## config.mk

```make
export PLATFORM = sky130hd
export DESIGN_NAME = div_bus_host
export DESIGN_NICKNAME = d
export VERILOG_FILES = /design/src/rtl/div_bus_pkg.sv /design/src/rtl/div_bus_strobe_timer.sv /design/src/rtl/div_bus_host.sv
export SDC_FILE = /design/constraint.sdc
export NUM_CORES = 1
export LEC_CHECK = 0
export BUFFER_PORTS_ARGS = -buffer_cell sky130_fd_sc_hd__buf_2
export CAP_MARGIN = 20
export CORE_MARGIN = 10
export CORE_UTILIZATION = 25
export DETAILED_ROUTE_END_ITERATION = 8
export GPL_TIMING_DRIVEN = 0
export PLACE_DENSITY = 0.42
export SYNTH_ARGS = -nofsm -noshare
export SYNTH_HDL_FRONTEND = slang
export SYNTH_SLANG_ARGS = --single-unit
```

## constraint.sdc

```tcl
create_clock -name clk -period 1.7 [get_ports clk]
set_input_delay 0.17 -clock clk [delete_from_list [all_inputs] [get_ports clk]]
set_output_delay 0.17 -clock clk [all_outputs]
set_load 0.01 [all_outputs]
```

## src/rtl/div_bus_pkg.sv

```systemverilog
// Shared types and constants for the divider bus host: FSM states, byte-order indices,
// word/byte widths and a byte-select helper.
package div_bus_pkg;

    localparam int unsigned WordW = 16;
    localparam int unsigned ByteW = 8;

    // Byte order on the wire: word A high, word A low, word B high, word B low.
    // TX: A = dividend, B = divisor. RX: A = quotient, B = remainder.
    localparam logic [1:0] IdxAHi = 2'd0;
    localparam logic [1:0] IdxALo = 2'd1;
    localparam logic [1:0] IdxBHi = 2'd2;
    localparam logic [1:0] IdxBLo = 2'd3;
    localparam logic [1:0] IdxLast = IdxBLo;

    typedef enum logic [2:0] {
        StIdle,
        StTxSetup,
        StTxStrobe,
        StTxGap,
        StRxWait,
        StRxAck,
        StRxGap,
        StResp
    } state_e;

    function automatic logic [ByteW-1:0] pick_byte(input logic [WordW-1:0] word_a,
                                                   input logic [WordW-1:0] word_b,
                                                   input logic [1:0]       idx);
        logic [ByteW-1:0] b;
        unique case (idx)
            IdxAHi:  b = word_a[15:8];
            IdxALo:  b = word_a[7:0];
            IdxBHi:  b = word_b[15:8];
            default: b = word_b[7:0];
        endcase
        return b;
    endfunction

endpackage

```

## src/rtl/div_bus_strobe_timer.sv

```systemverilog
// Loadable down-counter; done is high while the count is zero, so loading N-1
// yields a phase lasting N cycles.
module div_bus_strobe_timer #(
    parameter int unsigned Width = 2
) (
    input  logic             clk,
    input  logic             rst_n,
    input  logic             load,
    input  logic [Width-1:0] load_val,
    output logic             done
);

    logic [Width-1:0] cnt_q;

    always_ff @(posedge clk or negedge rst_n) begin
        if (!rst_n) begin
            cnt_q <= '0;
        end else if (load) begin
            cnt_q <= load_val;
        end else if (cnt_q != '0) begin
            cnt_q <= cnt_q - 1'b1;
        end
    end

    assign done = (cnt_q == '0);

endmodule

```

## src/rtl/div_bus_host.sv

```systemverilog
// Host-side byte-bus master for the restoring divider: serialises operands, collects results.
// Optional feature: `define DIV_BUS_HOST_ZERO_CHECK_EN answers divide-by-zero locally.
module div_bus_host
    import div_bus_pkg::*;
#(
    parameter int unsigned STROBE_CYCLES = 2,
    parameter int unsigned GAP_CYCLES    = 2
) (
    input  logic             clk,
    input  logic             rst_n,
    input  logic             req_valid,
    output logic             req_ready,
    input  logic [WordW-1:0] req_dividend,
    input  logic [WordW-1:0] req_divisor,
    output logic             rsp_valid,
    input  logic             rsp_ready,
    output logic [WordW-1:0] rsp_quotient,
    output logic [WordW-1:0] rsp_remainder,
    output logic             rsp_div_zero,
    output logic [ByteW-1:0] bus_out,
    output logic             start_data,
    input  logic             ready_to_accept,
    input  logic [ByteW-1:0] bus_in,
    input  logic             out_buff_full,
    output logic             received_data,
    output logic             busy
);

    localparam int unsigned MaxCycles = (STROBE_CYCLES > GAP_CYCLES) ? STROBE_CYCLES : GAP_CYCLES;
    localparam int unsigned TimerW    = (MaxCycles > 1) ? $clog2(MaxCycles) : 1;
    localparam logic [TimerW-1:0] StrobeLoad = TimerW'(STROBE_CYCLES - 1);
    localparam logic [TimerW-1:0] GapLoad    = TimerW'(GAP_CYCLES - 1);

    state_e             state_q, state_d;
    logic [WordW-1:0]   dividend_q, divisor_q;
    logic [WordW-1:0]   quot_q, rem_q;
    logic [1:0]         idx_q;
    logic               init_q;
    logic               accept;
    logic               zero_req;
    logic               timer_load;
    logic [TimerW-1:0]  timer_val;
    logic               timer_done;

    assign accept = req_valid & req_ready;

`ifdef DIV_BUS_HOST_ZERO_CHECK_EN
    logic div_zero_q;

    assign zero_req     = (req_divisor == '0);
    assign rsp_div_zero = div_zero_q;

    always_ff @(posedge clk or negedge rst_n) begin
        if (!rst_n) begin
            div_zero_q <= 1'b0;
        end else if (state_q == StIdle && accept) begin
            div_zero_q <= zero_req;
        end
    end
`else
    assign zero_req     = 1'b0;
    assign rsp_div_zero = 1'b0;
`endif

    div_bus_strobe_timer #(
        .Width (TimerW)
    ) u_timer (
        .clk      (clk),
        .rst_n    (rst_n),
        .load     (timer_load),
        .load_val (timer_val),
        .done     (timer_done)
    );

    always_ff @(posedge clk or negedge rst_n) begin
        if (!rst_n) begin
            state_q <= StIdle;
        end else begin
            state_q <= state_d;
        end
    end

    always_comb begin
        state_d = state_q;
        unique case (state_q)
            StIdle:     if (accept) state_d = zero_req ? StResp : StTxSetup;
            StTxSetup:  if (ready_to_accept) state_d = StTxStrobe;
            StTxStrobe: if (timer_done) state_d = StTxGap;
            StTxGap:    if (timer_done) state_d = (idx_q == IdxLast) ? StRxWait : StTxSetup;
            StRxWait:   if (out_buff_full) state_d = StRxAck;
            StRxAck:    if (timer_done) state_d = StRxGap;
            StRxGap:    if (timer_done) state_d = (idx_q == IdxLast) ? StResp : StRxWait;
            StResp:     if (rsp_ready) state_d = StIdle;
            default:    state_d = StIdle;
        endcase
    end

    always_comb begin
        start_data    = (state_q == StTxStrobe);
        received_data = (state_q == StRxAck);
        rsp_valid     = (state_q == StResp);
        busy          = (state_q != StIdle);
        // Held low through reset and for the first cycle after release.
        req_ready     = (state_q == StIdle) & init_q;
        bus_out       = '0;
        if (state_q == StTxSetup || state_q == StTxStrobe || state_q == StTxGap) begin
            bus_out = pick_byte(dividend_q, divisor_q, idx_q);
        end
        timer_load = 1'b0;
        timer_val  = StrobeLoad;
        unique case (state_q)
            StTxSetup:  timer_load = ready_to_accept;
            StRxWait:   timer_load = out_buff_full;
            StTxStrobe, StRxAck: begin
                timer_load = timer_done;
                timer_val  = GapLoad;
            end
            default: ;
        endcase
    end

    always_ff @(posedge clk or negedge rst_n) begin
        if (!rst_n) begin
            init_q     <= 1'b0;
            dividend_q <= '0;
            divisor_q  <= '0;
            quot_q     <= '0;
            rem_q      <= '0;
            idx_q      <= '0;
        end else begin
            init_q <= 1'b1;
            if (state_q == StIdle && accept) begin
                dividend_q <= req_dividend;
                divisor_q  <= req_divisor;
                idx_q      <= '0;
                if (zero_req) begin
                    quot_q <= '1;
                    rem_q  <= req_dividend;
                end
            end
            if (state_q == StRxWait && out_buff_full) begin
                unique case (idx_q)
                    IdxAHi:  quot_q[15:8] <= bus_in;
                    IdxALo:  quot_q[7:0]  <= bus_in;
                    IdxBHi:  rem_q[15:8]  <= bus_in;
                    default: rem_q[7:0]   <= bus_in;
                endcase
            end
            if ((state_q == StTxGap || state_q == StRxGap) && timer_done) begin
                idx_q <= (idx_q == IdxLast) ? '0 : idx_q + 2'd1;
            end
        end
    end

    assign rsp_quotient  = quot_q;
    assign rsp_remainder = rem_q;

endmodule

```

# Word level (Yosys, flattened, before mapping)

Cells that the tools add are included.

Output and inout bits: 46
Register bits after elaboration: 71
Input port bits: 46
Word-level logic and storage cells: 70

Mux-type cells: 19
Bitwise logic cells: 4
Add/sub/neg operators: 2
Equality and inequality tests: 18
Reduce and logical (&&, ||, !) cells: 17

Operator list:

| operator                                      | number |
|---|---|
| two-way mux 3 bit                             | 9 |
| one-hot mux 3 bit (8 select lines)            | 1 |
| one-hot mux 8 bit (3 select lines)            | 1 |
| != test 2 bit, second input constant          | 7 |
| == test 3 bit, second input constant          | 4 |
| two-way mux 2 bit                             | 4 |
| two-way mux 8 bit                             | 1 |
| AND reduction 2 bit                           | 4 |
| AND reduction 8 bit                           | 1 |
| == test 3 x 2 -> 1 bit, second input constant | 2 |
| == test 2 bit, second input constant          | 2 |
| == test 3 x 1 -> 1 bit, second input constant | 1 |
| logical AND 1 bit                             | 3 |
| logical NOT 3 bit                             | 1 |
| logical OR 1 bit                              | 3 |
| one-hot mux 1 bit (3 select lines)            | 1 |
| nonzero test 3 bit                            | 1 |
| OR reduction 3 bit                            | 1 |
| adder 2 x 1 -> 2 bit, second input constant   | 1 |
| AND 1 bit                                     | 2 |
| == test 2 x 1 -> 1 bit, second input constant | 1 |
| logical NOT 2 bit                             | 1 |
| two-way mux 1 bit                             | 2 |
| != test 2 x 1 -> 1 bit, second input constant | 1 |
| 4 further kinds                               | 5 |

# Depth between registers and ports, before layout

Depth in word-level cells: 6
Mapped depth: 7
Gate-level depth less buffers: 6

# Cells and area by module

A second synthesis with hierarchy kept.

Cell total of the unflattened synthesis: 234
Area, all modules: 3,269.4 um^2

Modules (own cells, without submodules):

| module               | area each (um^2) | times used | cells an instance | seq. area each (um^2) |
|---|---|---|---|---|
| div_bus_host         | 3,234.4          | 1          | 231               | 1,751.7 |
| div_bus_strobe_timer | 35.0             | 1          | 3                 | 25.0 |

# Worst setup path after synthesis

OpenSTA, ideal clock, no wires.

Path type: register to output
From: register idx_q[0]
To: output port bus_out[0]
Stages on the path, launching flop included: 6
Arrival: 1,395 ps
Required time: 1,530 ps
Buffers on the path: 2
Setup slack: 135 ps
Cell sequence: dfrtp_1 > ha_1 > clkbuf_1 > buf_1 > a21oi_1 > nor2_1

Longest elaborated chain between the ends: 3
Elaborated cells between the ends (all ways): 5
Classes of those cells: eq/ne: 2; mux: 2; reduce/logical: 1

RTL lines:

| element                               | line                | RTL |
|---|---|---|
| start, declared                       | div_bus_host.sv:37  | `logic [1:0] idx_q;` |
| start signal, assigned                | div_bus_host.sv:150 | `idx_q <= (idx_q == IdxLast) ? '0 : idx_q + 2'd1;` |
| == test 2 bit (tied with other cells) | div_bus_pkg.sv:31   | `unique case (idx)` |
| one-hot mux 8 bit (3 select lines) *  | div_bus_pkg.sv:31   |  |
| two-way mux 8 bit *                   | div_bus_host.sv:106 | `if (state_q == StTxSetup \|\| state_q == StTxStrobe \|\| state_q == StTxGap) begin` |
| end, declared                         | div_bus_host.sv:20  | `output logic [ByteW-1:0] bus_out,` |

Mark *: on every way between the ends. The rest lies on a longest branch, timed or not.

# Final worst setup path

Same ends and word-level chain as after synthesis.

==> results.sh <==
export IMPL_yosys_register_bits=71
export IMPL_grt_max_degree=45
export IMPL_required_ps=1530
export IMPL_whs_endpoint="state_q[2]"
export IMPL_synth_edf_count=0
export IMPL_tightest_slew_ps=516
export IMPL_core_um2=12100
export IMPL_leakage_nw=2.15
export IMPL_clockBufferDepth=2
export IMPL_arrival_ps=2000
export IMPL_grt_pass1_vias=2489
export IMPL_fin_cells=520
export IMPL_die_w_um=132
export IMPL_worst_clock_skew_ps=4.77
export IMPL_overflow=0
export IMPL_synth_top_area_cell="dfrtp_1"
export IMPL_synth_top_area_share_pct=56.8
export IMPL_drt_iter0_drc=116
export IMPL_n_fill_cell=1268
export IMPL_r2r_start="state_q[0]"
export IMPL_fin_nets=397
export IMPL_rr_endpoint="divisor_q[10]"
export IMPL_ant_nets=0
export IMPL_yosys_warnings=0
export IMPL_placed_area_um2=3820
export IMPL_start_kind="register"
export IMPL_fmax_mhz=460
export IMPL_slowest_stage="a222oi_1"
export IMPL_cts_num_sinks=71
export IMPL_rows=40
export IMPL_r2r_slack_ps=60
export IMPL_finalPower_w=0.00815
export IMPL_finalMaxSlewViolations=0
export IMPL_insertedDiodeCount=0
export IMPL_hold_start="rsp_ready"
export IMPL_min_path_cells=2
export IMPL_synthArstFlopShare_pct=100
export IMPL_rsz0062_at_grt="yes"
export IMPL_cts_tree="done"
export IMPL_timing_hold_ws_ps=36.9
export IMPL_ys_types=38
export IMPL_min_path_type="input port to register"
export IMPL_cp_max_fo=8
export IMPL_relSlewSlack_pct=65.6
export IMPL_clk_pin_slew_ps=60
export IMPL_die_area_um2=17400
export IMPL_dieHeight_um=132
export IMPL_syn_nets=287
export IMPL_slowest_delay_ps=520
export IMPL_met3_length_um=363
export IMPL_ys_seq_area_share_pct=56.8
export IMPL_maxCapViolations=0
export IMPL_wl_met2_um=4500
export IMPL_vias=2249
export IMPL_layout_common_cells="buf_2, dfrtp_1, mux2_2"
export IMPL_critPathTopFamily="compound AO/OA/AOI/OAI gates"
export IMPL_dp_cells=496
export IMPL_crit_chain="inv_2 > ha_4 > a222oi_1 > nor2_1 > a21oi_1 > nor2_1 > buf_2"
export IMPL_fin_ws_ps=-472
export IMPL_cts_buffers=9
export IMPL_syn_mean_instance_area_um2=13.2
export IMPL_dpl_hpwl_um=6510
export IMPL_wl_met1_um=3890
export IMPL_failed_checks="negative setup slack"
export IMPL_fin_util_pct=36.0
export IMPL_fin_area_um2=4360
export IMPL_synthCells=237
export IMPL_finalCritPeriodShare_pct=128
export IMPL_critPathBufInv=2
export IMPL_wire_per_inst_um=17.0
export IMPL_area_growth_pct=39.4
export IMPL_setup_viol=8
export IMPL_top_layer_used="met4"
export IMPL_ys_flop_type="dfrtp_1"
export IMPL_drc=0
export IMPL_outcome="finished with violations"
export IMPL_max_vdd_ir_drop_mv=0.579
export IMPL_wl_um=8850
export IMPL_period_minus_slack_ps=2170
export IMPL_end_kind="output pin"
export IMPL_drive_gt1_share_pct=58.8
export IMPL_ff2ff_path_depth=5
export IMPL_viasPerCell=4.33
export IMPL_numPortBuffers=90
export IMPL_h_tree_depth=3
export IMPL_power_per_cell_area_nw_per_um2=1870
export IMPL_root_buffer="clkbuf_16"
export IMPL_place_congestion=0.703
export IMPL_criticalPathCategory="register to output pin"
export IMPL_initial_core_util_pct=25.8
export IMPL_grt_pass1_wl_um=14000
export IMPL_io_pins=92
export IMPL_synth_area_top_cells="dfrtp_1, mux2_2, a222oi_1"
export IMPL_antenna_found_initial=0
export IMPL_first_pass_iters=5
export IMPL_crit_top_cell="nor2_1"
export IMPL_netlist_area_um2=3130
export IMPL_final_common_cell="buf_2"
export IMPL_clk_latency_ps=330
export IMPL_gr_usage_all_layers_pct=10.3
export IMPL_hold_viol=0
[stage by stage]
stage	setup slack, ps	TNS, ps
floorplan	135	0
global placement	-387	-13500
detailed placement	-415	-10690
CTS	-465	-3380
global route	-585	-4290
finish	-472	-3410
[power by group]
group / switching [W] / internal (W) / total, W
Sequential: 0.000367 / 0.00244 / 0.00281
Combinational: 0.00168 / 0.00168 / 0.00336
Clock: 0.000702 / 0.00128 / 0.00198
[what timing repair did]
| item | CTS | global route |
|---|---|---|
| setup endpoints to repair | 43 | 64 |
| hold buffers | 1 | 0 |
| pin swaps | 9 | 10 |
| gates resized for setup | 26 | 16 |
| buffers inserted | 8 | 2 |
| endpoints found under the hold margin | 27 | 0 |
[worst register-to-register path: cells and delay by family, from the launching register on]
| family | cells | cell delay, ps |
|---|---|---|
| and+or+nand+nor | 2 | 440 |
| DFF | 1 | 350 |
| buffers and inverters | 2 | 460 |
| muxes | 1 | 280 |
[sequential cells by signal, summed over array words and instances, names as in the netlist]
| name | flops |
|---|---|
| dividend_q | 16 |
| divisor_q | 16 |
| rsp_quotient | 16 |
| rsp_remainder | 16 |
| state_q | 3 |
| idx_q | 2 |
| init_q | 1 |
| u_timer.cnt_q | 1 |
[cell type report]
| cell class | instances | area, um2 | share of cell area, % |
|---|---|---|---|
| inverters | 6 | 22.5 | 0.517 |
| multi-input cells | 145 | 1350 | 31.1 |
| repair buffers | 102 | 593 | 13.6 |
| plain buffers | 12 | 86.3 | 1.98 |
| flip-flops and latches | 71 | 1780 | 40.8 |
| well taps | 168 | 210 | 4.83 |
| clock inverters | 6 | 85.1 | 1.95 |
| clock buffers | 10 | 229 | 5.26 |
[synthesized netlist by cell type (2+ instances only)]
library cell	number
a21oi_1	11
a222oi_1	8
and2_1	3
buf_1	2
buf_2	6
clkbuf_1	5
conb_1	2
dfrtp_1	71
ha_1	4
inv_1	6
mux2_1	2
mux2_2	63
nand2_1	7
nand2b_1	2
nand3_1	3
nor2_1	18
o21ai_0	3
[cell families after synthesis]
family | share of synthesized area (%)
flip-flops | 56.8
multiplexers | 23.4
AND/OR/NAND/NOR | 6.85
AO/OA/AOI/OAI | 7.65
buffers and inverters | 3.12
adder cells (fa/ha/maj) | 1.60
other | 0.240
XOR/XNOR | 0.280
[worst max path at each step]
| stage | start | to | slack, ps | cells after the start |
|---|---|---|---|---|
| 6_report | idx_q[0] | bus_out[0] | -470 | 7 |
| 5_1_grt | idx_q[0] | bus_out[4] | -580 | 8 |
| 4_1_cts | idx_q[0] | bus_out[0] | -470 | 7 |
| 3_5_place_dp | idx_q[0] | bus_out[0] | -410 | 8 |
| 3_3_place_gp | idx_q[0] | bus_out[6] | -390 | 8 |
| 2_1_floorplan | idx_q[0] | bus_out[0] | 140 | 5 |
[per-layer routing]
metal	up-vias	global-route usage (%)
li1	1069	-
met1	1126	12.6
met2	47	16.9
met3	7	2.63
met4	0	3.89
met5	-	0
Note: power is estimated with default switching activity, not from simulation.
